### src/rtl/mem_arbiter.sv
// Memory-port arbiter shared by the I-cache fill, D-cache fill and D-cache write-through paths.
// Read grants run a full WORDS-beat burst; dropped requests are drained before the port is re-granted.
module mem_arbiter #(
    parameter  int WORDS  = 8,
    parameter  int ADDR_W = 16,
    parameter  int DATA_W = 16,
    localparam int BEAT_W = $clog2(WORDS)
) (
    input  logic              clk,
    input  logic              rst,
    input  logic              i_req,
    input  logic [ADDR_W-1:0] i_addr,
    output logic              i_grant,
    output logic              i_data_valid,
    output logic [BEAT_W-1:0] i_beat,
    output logic              i_done,
    input  logic              d_req,
    input  logic              d_we,
    input  logic [ADDR_W-1:0] d_addr,
    input  logic [DATA_W-1:0] d_wdata,
    output logic              d_grant,
    output logic              d_data_valid,
    output logic [BEAT_W-1:0] d_beat,
    output logic              d_done,
    output logic              mem_enable,
    output logic              mem_wr,
    output logic [ADDR_W-1:0] mem_addr,
    output logic [DATA_W-1:0] mem_wdata,
    input  logic              mem_data_valid
);
    localparam int               CNT_W = $clog2(WORDS) + 1;
    localparam int               OFF_W = $clog2(WORDS) + 1;
    localparam logic [CNT_W-1:0] LAST  = CNT_W'(WORDS - 1);
    localparam logic [CNT_W-1:0] FULL  = CNT_W'(WORDS);

    typedef enum logic [1:0] {IDLE, RD_I, RD_D, WR_D} state_t;

    state_t            r_state;
    logic [CNT_W-1:0]  r_issue;
    logic [CNT_W-1:0]  r_beat;
    logic [CNT_W-1:0]  r_drain;
    logic [ADDR_W-1:0] r_base;
    logic              r_last_d;

    logic w_rd, w_owner_req, w_issue, w_fwd, w_last, w_pick_i, w_pick_d, w_drain_dec;

    always_comb begin
        w_rd        = (r_state == RD_I) || (r_state == RD_D);
        w_owner_req = (r_state == RD_I) ? i_req : d_req;
        w_issue     = w_rd && (r_issue < FULL);
        // Beats are only handed to an owner that still wants them.
        w_fwd       = w_rd && w_owner_req && mem_data_valid;
        w_last      = w_fwd && (r_beat == LAST);
        w_pick_i    = (r_state == IDLE) && (r_drain == '0) && i_req && (!d_req || r_last_d);
        w_pick_d    = (r_state == IDLE) && (r_drain == '0) && d_req && !w_pick_i;
        w_drain_dec = mem_data_valid && (r_drain != '0);
    end

    assign i_grant      = (r_state == RD_I);
    assign d_grant      = (r_state == RD_D) || (r_state == WR_D);
    assign i_data_valid = (r_state == RD_I) && w_fwd;
    assign d_data_valid = (r_state == RD_D) && w_fwd;
    assign i_beat       = (r_state == RD_I) ? r_beat[BEAT_W-1:0] : '0;
    assign d_beat       = (r_state == RD_D) ? r_beat[BEAT_W-1:0] : '0;
    assign i_done       = (r_state == RD_I) && w_last;
    assign d_done       = ((r_state == RD_D) && w_last) || (r_state == WR_D);
    assign mem_enable   = w_issue || (r_state == WR_D);
    assign mem_wr       = (r_state == WR_D);
    assign mem_addr     = (r_state == WR_D) ? d_addr :
                          (w_issue ? r_base + ADDR_W'({r_issue, 1'b0}) : '0);
    assign mem_wdata    = (r_state == WR_D) ? d_wdata : '0;

    always_ff @(posedge clk) begin
        if (w_pick_i)
            r_base <= {i_addr[ADDR_W-1:OFF_W], {OFF_W{1'b0}}};
        else if (w_pick_d)
            r_base <= {d_addr[ADDR_W-1:OFF_W], {OFF_W{1'b0}}};
    end

    always_ff @(posedge clk or negedge rst) begin
        if (!rst) begin
            r_state  <= IDLE;
            r_issue  <= '0;
            r_beat   <= '0;
            r_drain  <= '0;
            r_last_d <= 1'b0;
        end else begin
            // Outstanding read issues, kept across aborts so stale beats are absorbed.
            if (w_issue && !w_drain_dec)
                r_drain <= r_drain + CNT_W'(1);
            else if (!w_issue && w_drain_dec)
                r_drain <= r_drain - CNT_W'(1);

            case (r_state)
                IDLE: begin
                    r_issue <= '0;
                    r_beat  <= '0;
                    if (w_pick_i)
                        r_state <= RD_I;
                    else if (w_pick_d)
                        r_state <= d_we ? WR_D : RD_D;
                end
                RD_I, RD_D: begin
                    if (w_last) begin
                        r_state  <= IDLE;
                        r_last_d <= (r_state == RD_D);
                        r_issue  <= '0;
                        r_beat   <= '0;
                    end else if (!w_owner_req) begin
                        r_state <= IDLE;
                        r_issue <= '0;
                        r_beat  <= '0;
                    end else begin
                        if (w_issue)
                            r_issue <= r_issue + CNT_W'(1);
                        if (w_fwd)
                            r_beat <= r_beat + CNT_W'(1);
                    end
                end
                WR_D: begin
                    r_state  <= IDLE;
                    r_last_d <= 1'b1;
                end
                default: r_state <= IDLE;
            endcase
        end
    end
endmodule
### config.mk
export PLATFORM = sky130hd
export DESIGN_NAME = mem_arbiter
export DESIGN_NICKNAME = d
export VERILOG_FILES = /design/src/rtl/mem_arbiter.sv
export SDC_FILE = /design/constraint.sdc
export NUM_CORES = 1
export LEC_CHECK = 0
export CAP_MARGIN = 5
export CORE_UTILIZATION = 44
export CTS_BUF_LIST = sky130_fd_sc_hd__clkbuf_8 sky130_fd_sc_hd__clkbuf_16
export DETAILED_ROUTE_END_ITERATION = 6
export GPL_TIMING_DRIVEN = 0
export PLACE_DENSITY = 0.88
export SETUP_SLACK_MARGIN = 0.1
export SLEW_MARGIN = 15
export SYNTH_ARGS = -nofsm -noshare
export SYNTH_HDL_FRONTEND = slang
export SYNTH_SLANG_ARGS = --single-unit
### constraint.sdc
create_clock -name clk -period 7.9 [get_ports clk]
set_clock_uncertainty 0.15 [all_clocks]
set_input_delay 1.58 -clock clk [delete_from_list [all_inputs] [get_ports clk]]
set_output_delay 1.58 -clock clk [all_outputs]
set_load 0.005 [all_outputs]
Yosys cells after proc, flatten, opt, wreduce, memory -nomap -nowiden. Cells that the tools add are included.

Div/mod/pow operators: 0. Multipliers: 0. Bitwise logic cells: 0. Reduce and logical (&&, ||, !) cells: 37. Eq/ne operators: 9. Add/subtract/negate cells: 5. Mux-type cells: 26. Shift operators: 0. $lt $le $gt $ge: 1.

Operator list (count): 16-bit 2-to-1 mux (5); 4-bit 2-to-1 mux (8); 16-bit by 5-bit adder with 16-bit output (1); 1-bit logical AND (16); 4-bit case mux with 2 select lines (2); 4-bit by 1-bit adder with 4-bit output, second input constant (3); 2-bit 2-to-1 mux (4); 4-bit inequality test, second input constant (2); 2-bit AND reduction (4); 2-bit nonzero test (4); 3-bit 2-to-1 mux (2); 3-bit inequality test, second input constant (2); 2-bit case mux with 3 select lines (1); 1-bit logical OR (5); 2-bit equality test, second input constant (2); 4-bit by 3-bit equality test with 1-bit output, second input constant (1); 1-bit zero test (4); 4-bit zero test (1); 4-bit less-than comparator, second input constant (1); 4-bit nonzero test (1); 4-bit by 1-bit subtractor with 4-bit output, second input constant (1); 1-bit 2-to-1 mux (3); 2-bit by 1-bit equality test with 1-bit output, second input constant (1); 2-bit zero test (1); 3 further kinds (3).

ROM bits: 0. Bits in latches: 0. RAM bits: 0. Output and inout bits: 46. Memories: 0. Bits in registers: 27.

Logic depth before layout (Yosys ltp).
Depth in word-level cells: 9. Depth in mapped cells: 11. Depth with buffers taken out: 11.

Worst setup path before layout. Ideal clock, no wire load.

Path kind: input port to output port. From: input i_req. To: output d_done. Arrival time: 2.379 ns. Stages: 4. Slack: 3.791 ns. Cells stage by stage: mux2i_1 > nor2_1 > and3_1 > a21o_1.

Word-level cells in the longest chain between the ends: 6.

Ends and longest elaborated chain: from (decl) (line 11) `input logic i_req,`; 1-bit 2-to-1 mux (line 49) `w_owner_req = (r_state == RD_I) ? i_req : d_req;`; 1-bit logical AND (2 in a row) (line 52) `w_fwd = w_rd && w_owner_req && mem_data_valid;`; 1-bit logical AND (line 53) `w_last = w_fwd && (r_beat == LAST);`; 1-bit logical AND (line 66) `assign d_done = ((r_state == RD_D) && w_last) || (r_state == WR_D);`; 1-bit logical OR (line 66); to (decl) (line 24) `output logic d_done,`.

Every way passes these cells.

Worst setup path in the final report.
From: input i_req. To: output i_done.

Word-level cells in the longest chain between the ends: 5.

Ends and longest elaborated chain: 1-bit 2-to-1 mux (line 49); 1-bit logical AND (2 in a row) (line 52); 1-bit logical AND (line 53); 1-bit logical AND (line 65) `assign i_done = (r_state == RD_I) && w_last;`; to (decl) (line 16) `output logic i_done,`.

Every way passes these cells.

==> summary.md <==
| Metric | Value |
|---|---|
| Outcome | completed |
| Core area | approximately 0.0044 sq mm |
| Final period util | 0.665 |
| Fin area | 0.00310 sq mm |
| Flops & latches, synth | 27 |
| CTS tree | done |
| Layout cells sized above 1 | 0.0759 |
| Synth unique cells | 39 |
| Count leader, synth | and2_1 |
| Sequential share of the synthesized area | 0.360 |
| Boundary Pins | 100 |
| EDFF count, synth | 12 |
| Aggregate global routing overflow | 0 |
| Max-Cap Viols | 0 |
| Worst Path Required | 6170 ps |
| Max Transition Viols Final | 0 |
| Final ANT Viol Nets | 0 |
| Starting Density | 0.463 |
| First-pass GRT wire length | 9.28 mm |
| CP endpoint | i_done |
| H-tree depth | 1 |
| Longest Clk Path Bufs | 2 |
| Setup crit end kind | primary output |
| GRT Util Overall | 0.233 |
| Number of synthesis warnings | 0 |
| Root Buffer | clkbuf_8 |
| Post-synthesis instance total | approximately 220 |
| First-pass DRT Iterations | 4 |
| Hold Path Depth | 1 |
| Placed Cells | 364 |
| Resized cells post-CTS | 0 |
| Worst endpoint data arrival time | 3520 ps |
| Via count | between 1500 and 2000 |
| Detailed-route wire length per cell | between 10 and 15 um |
| Hold Violations, Final | 0 |
| Synth top area cells | dfrtp_1 18%, edfxtp_1 18%, mux2_2 7.7% |
| Die width | 70.1 um |
| Die height | about 70 um |
| Reg2reg setup slack | 4920 ps |
| Largest net degree at the start of global routing | 16 |
| Critical path class | in2out |
| Post-synth top area cell | dfrtp_1 |
| Slew headroom | 0.544 |
| Syn nets | 285 |
| Synth top area share | 0.184 |
| Placed instance area | 0.00305 sq mm |
| Final TNS setup | 0 ps |
| Detailed Route WL | around 5.4 mm |
| Gp weighted congestion | 0.859 |
| Initial antenna violation count | 0 |
| Post-Layout Cell Count | 368 |
| Die area | between 0.004 and 0.005 sq mm |
| CP Launch Point | i_req |
| Post-CTS Hold Buffers | 0 |
| # rows | 24 |
| Post-DR vias/cell | roughly 5.4 |
| Worst-Skew Late Latency | 270 ps |
| Hold crit path type | reg2reg |
| # diodes | 0 |
| RSZ-0062 raised after global routing | false |
| Top cells by count, synth | 24 x and2_1, 21 x nand2_1, 15 x dfrtp_1 |
| Final setup vio count | 0 |
| DR iter-0 viols | 110 |
| Total Nets Final | 384 |
| # clock sinks | 27 |
| M2 GR Usage | 0.403 |
| Mapped Area | 0.00204 sq mm |
| VDD IR max | 196 uV |
| Final design utilization | 0.701 |
| Met3 global-route usage | 0.0462 |
| Total CTS buffers | 3 |
| R2R Path End | r_drain[3]$_DFFE_PN0P_ |
| Vias in the first global route | 1955 |
| PD cells | 261 mW/mm^2 |
| Layout area overhead | 51.5% |
| Reg clk slew, reported paths | approximately 90 ps |
| Dpl hpwl | roughly 4.4 mm |
| Worst flop-to-flop path startpoint | r_state[0]$_DFFE_PN0P_ |
| Avg Cell Area, Syn | 9.37 sq um |
| Startpoint types | input pin |
| Number of remaining DRC errors | 0 |
| Most Crowded Layer GR | met2 |
| Max Fclk | roughly 0.19 GHz |
| CP max FO | 7 |
| Final Critical Period | approximately 5300 ps |
| Met1 usage | 0.298 |
| Async SR Flop Fraction | 0.556 |
| FF-to-FF path depth | 10 |
| Post-CTS setup buffer count | 0 |
| Slew @ Worst Pin | 682 ps |
| Ys flop type | dfrtp_1 |
| Port bufs | 94 |
| Leakage power total | 0.00123 uW |
## sequential cells by signal (all words and copies together) (netlist names)
signal	cells
r_base	12
r_beat	4
r_drain	4
r_issue	4
r_last_d	1
r_state	2
## where the power goes
part / switching (uW) / internal, uW / leakage [uW]
Combinational: 245 / 274 / 0.000903
Sequential: 31.2 / 181 / 0.000301
Clock: 42.1 / 35.3 / 0.0000255
## critical path, cell delays in order
cell	delay [ps]
clkdlybuf4s50_1	520
mux2i_1	160
nor2_1	350
and3_1	280
and2_1	140
clkdlybuf4s50_1	500
## stage by stage
step	worst slack, ps	total power [uW]	hold slack (ps)
2_1_floorplan	3790	509	287
3_3_place_gp	2700	718	304
3_5_place_dp	2660	735	308
4_1_cts	2660	812	323
5_1_grt	2490	878	356
6_report	2650	809	323
## cells by family after synthesis
| group | synth area share |
|---|---|
| XOR/XNOR | 0.0514 |
| AND/OR/NAND/NOR | 0.228 |
| flip-flops | 0.360 |
| buffers and inverters | 0.0423 |
| AO/OA/AOI/OAI | 0.138 |
| multiplexers | 0.0968 |
| adder cells (fa/ha/maj) | 0.0833 |
## worst min path at each step
stage                               start                    end  slack [ps]
finish              r_beat[3]$_DFFE_PN0P_  r_beat[3]$_DFFE_PN0P_         320
global route        r_beat[3]$_DFFE_PN0P_  r_beat[3]$_DFFE_PN0P_         360
global placement    r_beat[3]$_DFFE_PN0P_  r_beat[3]$_DFFE_PN0P_         300
floorplan           r_beat[3]$_DFFE_PN0P_  r_beat[3]$_DFFE_PN0P_         290
CTS                 r_beat[3]$_DFFE_PN0P_  r_beat[3]$_DFFE_PN0P_         320
detailed placement  r_beat[3]$_DFFE_PN0P_  r_beat[3]$_DFFE_PN0P_         310
## routing by layer
metal  routed length, um  up-vias
met5                   0        -
met4                  34        0
met3                 371        4
met2                2700       79
met1                2340      938
li1                    -      969
## layout make-up
cell class	count	area [sq um]
fill	337	1320
multi-input combinational	170	1220
timing repair buffer	94	941
sequential	27	736
tap	52	65.1
inverter	12	45.0
clock buffer	3	41.3
buffer	9	41.3
clock inverter	1	5.00
## placed cells by master, fill, tap and decap left out, types with 7 or more instances in the layout
master           count
nand2_1             21
inv_1               12
and2_1              24
nor2_1              12
mux2_2              14
clkbuf_1             7
edfxtp_1            12
ha_1                12
dfrtp_1             15
clkdlybuf4s50_1     94
o21ai_0             11
a22o_1              10
Power figures use the tool's default switching activity.
==> RTL change (same flow settings) <==
Set the parameter `WORDS` to 16 (it was 8).
--- a/src/rtl/mem_arbiter.sv
+++ b/src/rtl/mem_arbiter.sv
@@ -1,7 +1,7 @@
 // Memory-port arbiter shared by the I-cache fill, D-cache fill and D-cache write-through paths.
 // Read grants run a full WORDS-beat burst; dropped requests are drained before the port is re-granted.
 module mem_arbiter #(
-    parameter  int WORDS  = 8,
+    parameter  int WORDS  = 16,
     parameter  int ADDR_W = 16,
     parameter  int DATA_W = 16,
     localparam int BEAT_W = $clog2(WORDS)
Interface: changed (resized d_beat and i_beat); port bits go from 100 to 102. The function was not compared with the original's and may differ.
==> RTL change against the unedited design <==
  * Total power decreased by 9.2%
  * Sequential power is 4% higher
  * Worst setup slack improved by 0.015 ns
  * Design area grew 10%
  * Area after synthesis is 10% higher
  * Critical endpoint is now d_done
  * Combinational power fell by 29%
  * Global-route usage increased by 1.8 points
  * Routed wire length is 21% higher
  * Sequential share of layout area decreased by 0.87 points
  * Sequential cell count rose by 2
  * First-iteration DRC count increased by 20%
  * Clock power rose by 90%
==> RTL change: results (changes against the unedited design) <==
The sequential fraction of the synthesis area was 0.346 (-0.0136). The count of buffers inserted at the top-level ports was 96 (+2.1%); the antenna diode instance count was 0 (unchanged). The tools report the level count of the clock H-tree as 2 (+1). The total leakage power came out at 0.00138 µW (+13%). For the estimated wirelength of the detail-placed design, the log shows 5130 µm (+16%). The flip-flop count of the largest register, all copies and words added came out at 11 (-1). The commonest cells after synthesis are and2_1, nand2_1, dfrtp_1, inv_1.

The share of final-layout standard cells stronger than drive strength 1 works out to 0.0765 (+0.000521). After synthesis, the cell types taking the most area are dfrtp_1, edfxtp_1, ha_1, and2_1, mux2_4. The run gives 44 (+13%) as the number of unique standard cell types used by synthesis.

The tools report the overall fraction of global-route tracks in use as 0.251 (+0.0177). The number of synthesized flops with an enable pin works out to 11 (-1). The flow ran to the end, and the final reports show no timing, DRC or antenna violations. The register clock-pin slew on the reported worst setup and hold paths was 0.07 ns (-0.02 ns). The tools report the post-synth net total as 305 (+7.0%). The global-route wire length before repair came out at 10,200 µm (+9.4%). The clock latency reported for the late side of the worst-skew pair is 0.29 ns (+0.02 ns).

The routability congestion estimate came out at 0.858 (-0.15%). Cell total after placement: 399 (+9.6%). The average instance area after synthesis was 9.55 µm² (+1.9%); the number of DRC markers after the initial detailed-route iteration was 132 (+20%). Pin count of the biggest net entering global routing: 19 (+3).

The logs give 0.200 mV (+2.1%) for the worst IR drop on VDD and 0.461 (-0.0825) for the headroom to the max-slew limit. The total CTS buffers is 5 (+2). The total wire length is 6570 µm (+21%), and the average detailed-routed wire length per instance is 16.1 µm (+9.1%).

The delay of the slowest cell on the worst path was 0.55 ns (+0.03 ns).
## RTL change: changes by cell type after synthesis, moves of 5 or more
cell    unedited run  this run
inv_1             12        17
nor2_1            12         6
mux2_4             0         9
mux2_2            14         4
## RTL change: cells by family (layout without fill, tap and decap cells)
group / count (synthesis) / count (layout) / share of synthesized area
and+or+nand+nor: 82 / 82 / 0.206
AOI/OAI and AO/OA: 52 / 52 / 0.162
DFF: 29 / 29 / 0.346
buffers and inverters: 28 / 132 / 0.0505
muxes: 18 / 18 / 0.102
adders and majority gates: 15 / 15 / 0.0866
xor gates and xnor gates: 12 / 12 / 0.0466
## RTL change: cell type report
| type | instances | area, µm² | area share |
|---|---|---|---|
| plain buffers | 10 | 46.3 | 0.0136 |
| clock buffers | 7 | 108 | 0.0316 |
| clock inverters | 1 | 3.75 | 0.00110 |
| inverters | 18 | 67.6 | 0.0198 |
| multi-input cells | 179 | 1360 | 0.399 |
| flip-flops and latches | 29 | 781 | 0.229 |
| well taps | 67 | 83.8 | 0.0246 |
| repair buffers | 96 | 961 | 0.282 |
## RTL change: critical path: cells and delay by family
kind / cells / cell delay (ns)
buffers and inverters: 2 / 1.05
AND/OR/NAND/NOR: 2 / 0.62
AO/OA/AOI/OAI: 1 / 0.14
multiplexers: 1 / 0.13
## RTL change: metal layers
| layer | global-route usage | vias up | routed length [µm] | share of wire |
|---|---|---|---|---|
| met4 | 0.0919 | 0 | 124 | 0.019 |
| met5 | 0 | - | 0 | 0 |
| met2 | 0.465 | 88 | 3360 | 0.51 |
| met3 | 0.0508 | 14 | 454 | 0.069 |
| met1 | 0.281 | 1034 | 2620 | 0.40 |
| li1 | - | 1056 | - | - |
## RTL change: stage by stage
step,util,area (µm²),hold slack (ns)
final,0.708,3410,0.380
after CTS,0.708,3410,0.385
after global placement,0.685,3300,0.354
after global routing,0.708,3410,0.407
after floorplan,-,2250,0.324
after detailed placement,0.685,3300,0.373
## RTL change: final timing paths
check | from | endpoint | slack (ns)
worst min-delay path | r_issue[0] | r_issue[0] | 0.38
min in group asynchronous | rst | r_last_d | 1.61
worst min register to register | r_issue[0] | r_issue[0] | 0.38
worst max register to register | r_state[1] | r_drain[4] | 4.81
max in group asynchronous | rst | r_drain[3] | 5.49
worst max-delay path | i_req | d_done | 2.66
## RTL change: power breakdown
part | internal, µW | leakage (µW) | switching (µW)
Sequential | 186 | 0.000335 | 33.6
Clock | 88.6 | 0.0000608 | 58.3
Combinational | 189 | 0.000988 | 179
Total | 463 | 0.00138 | 271
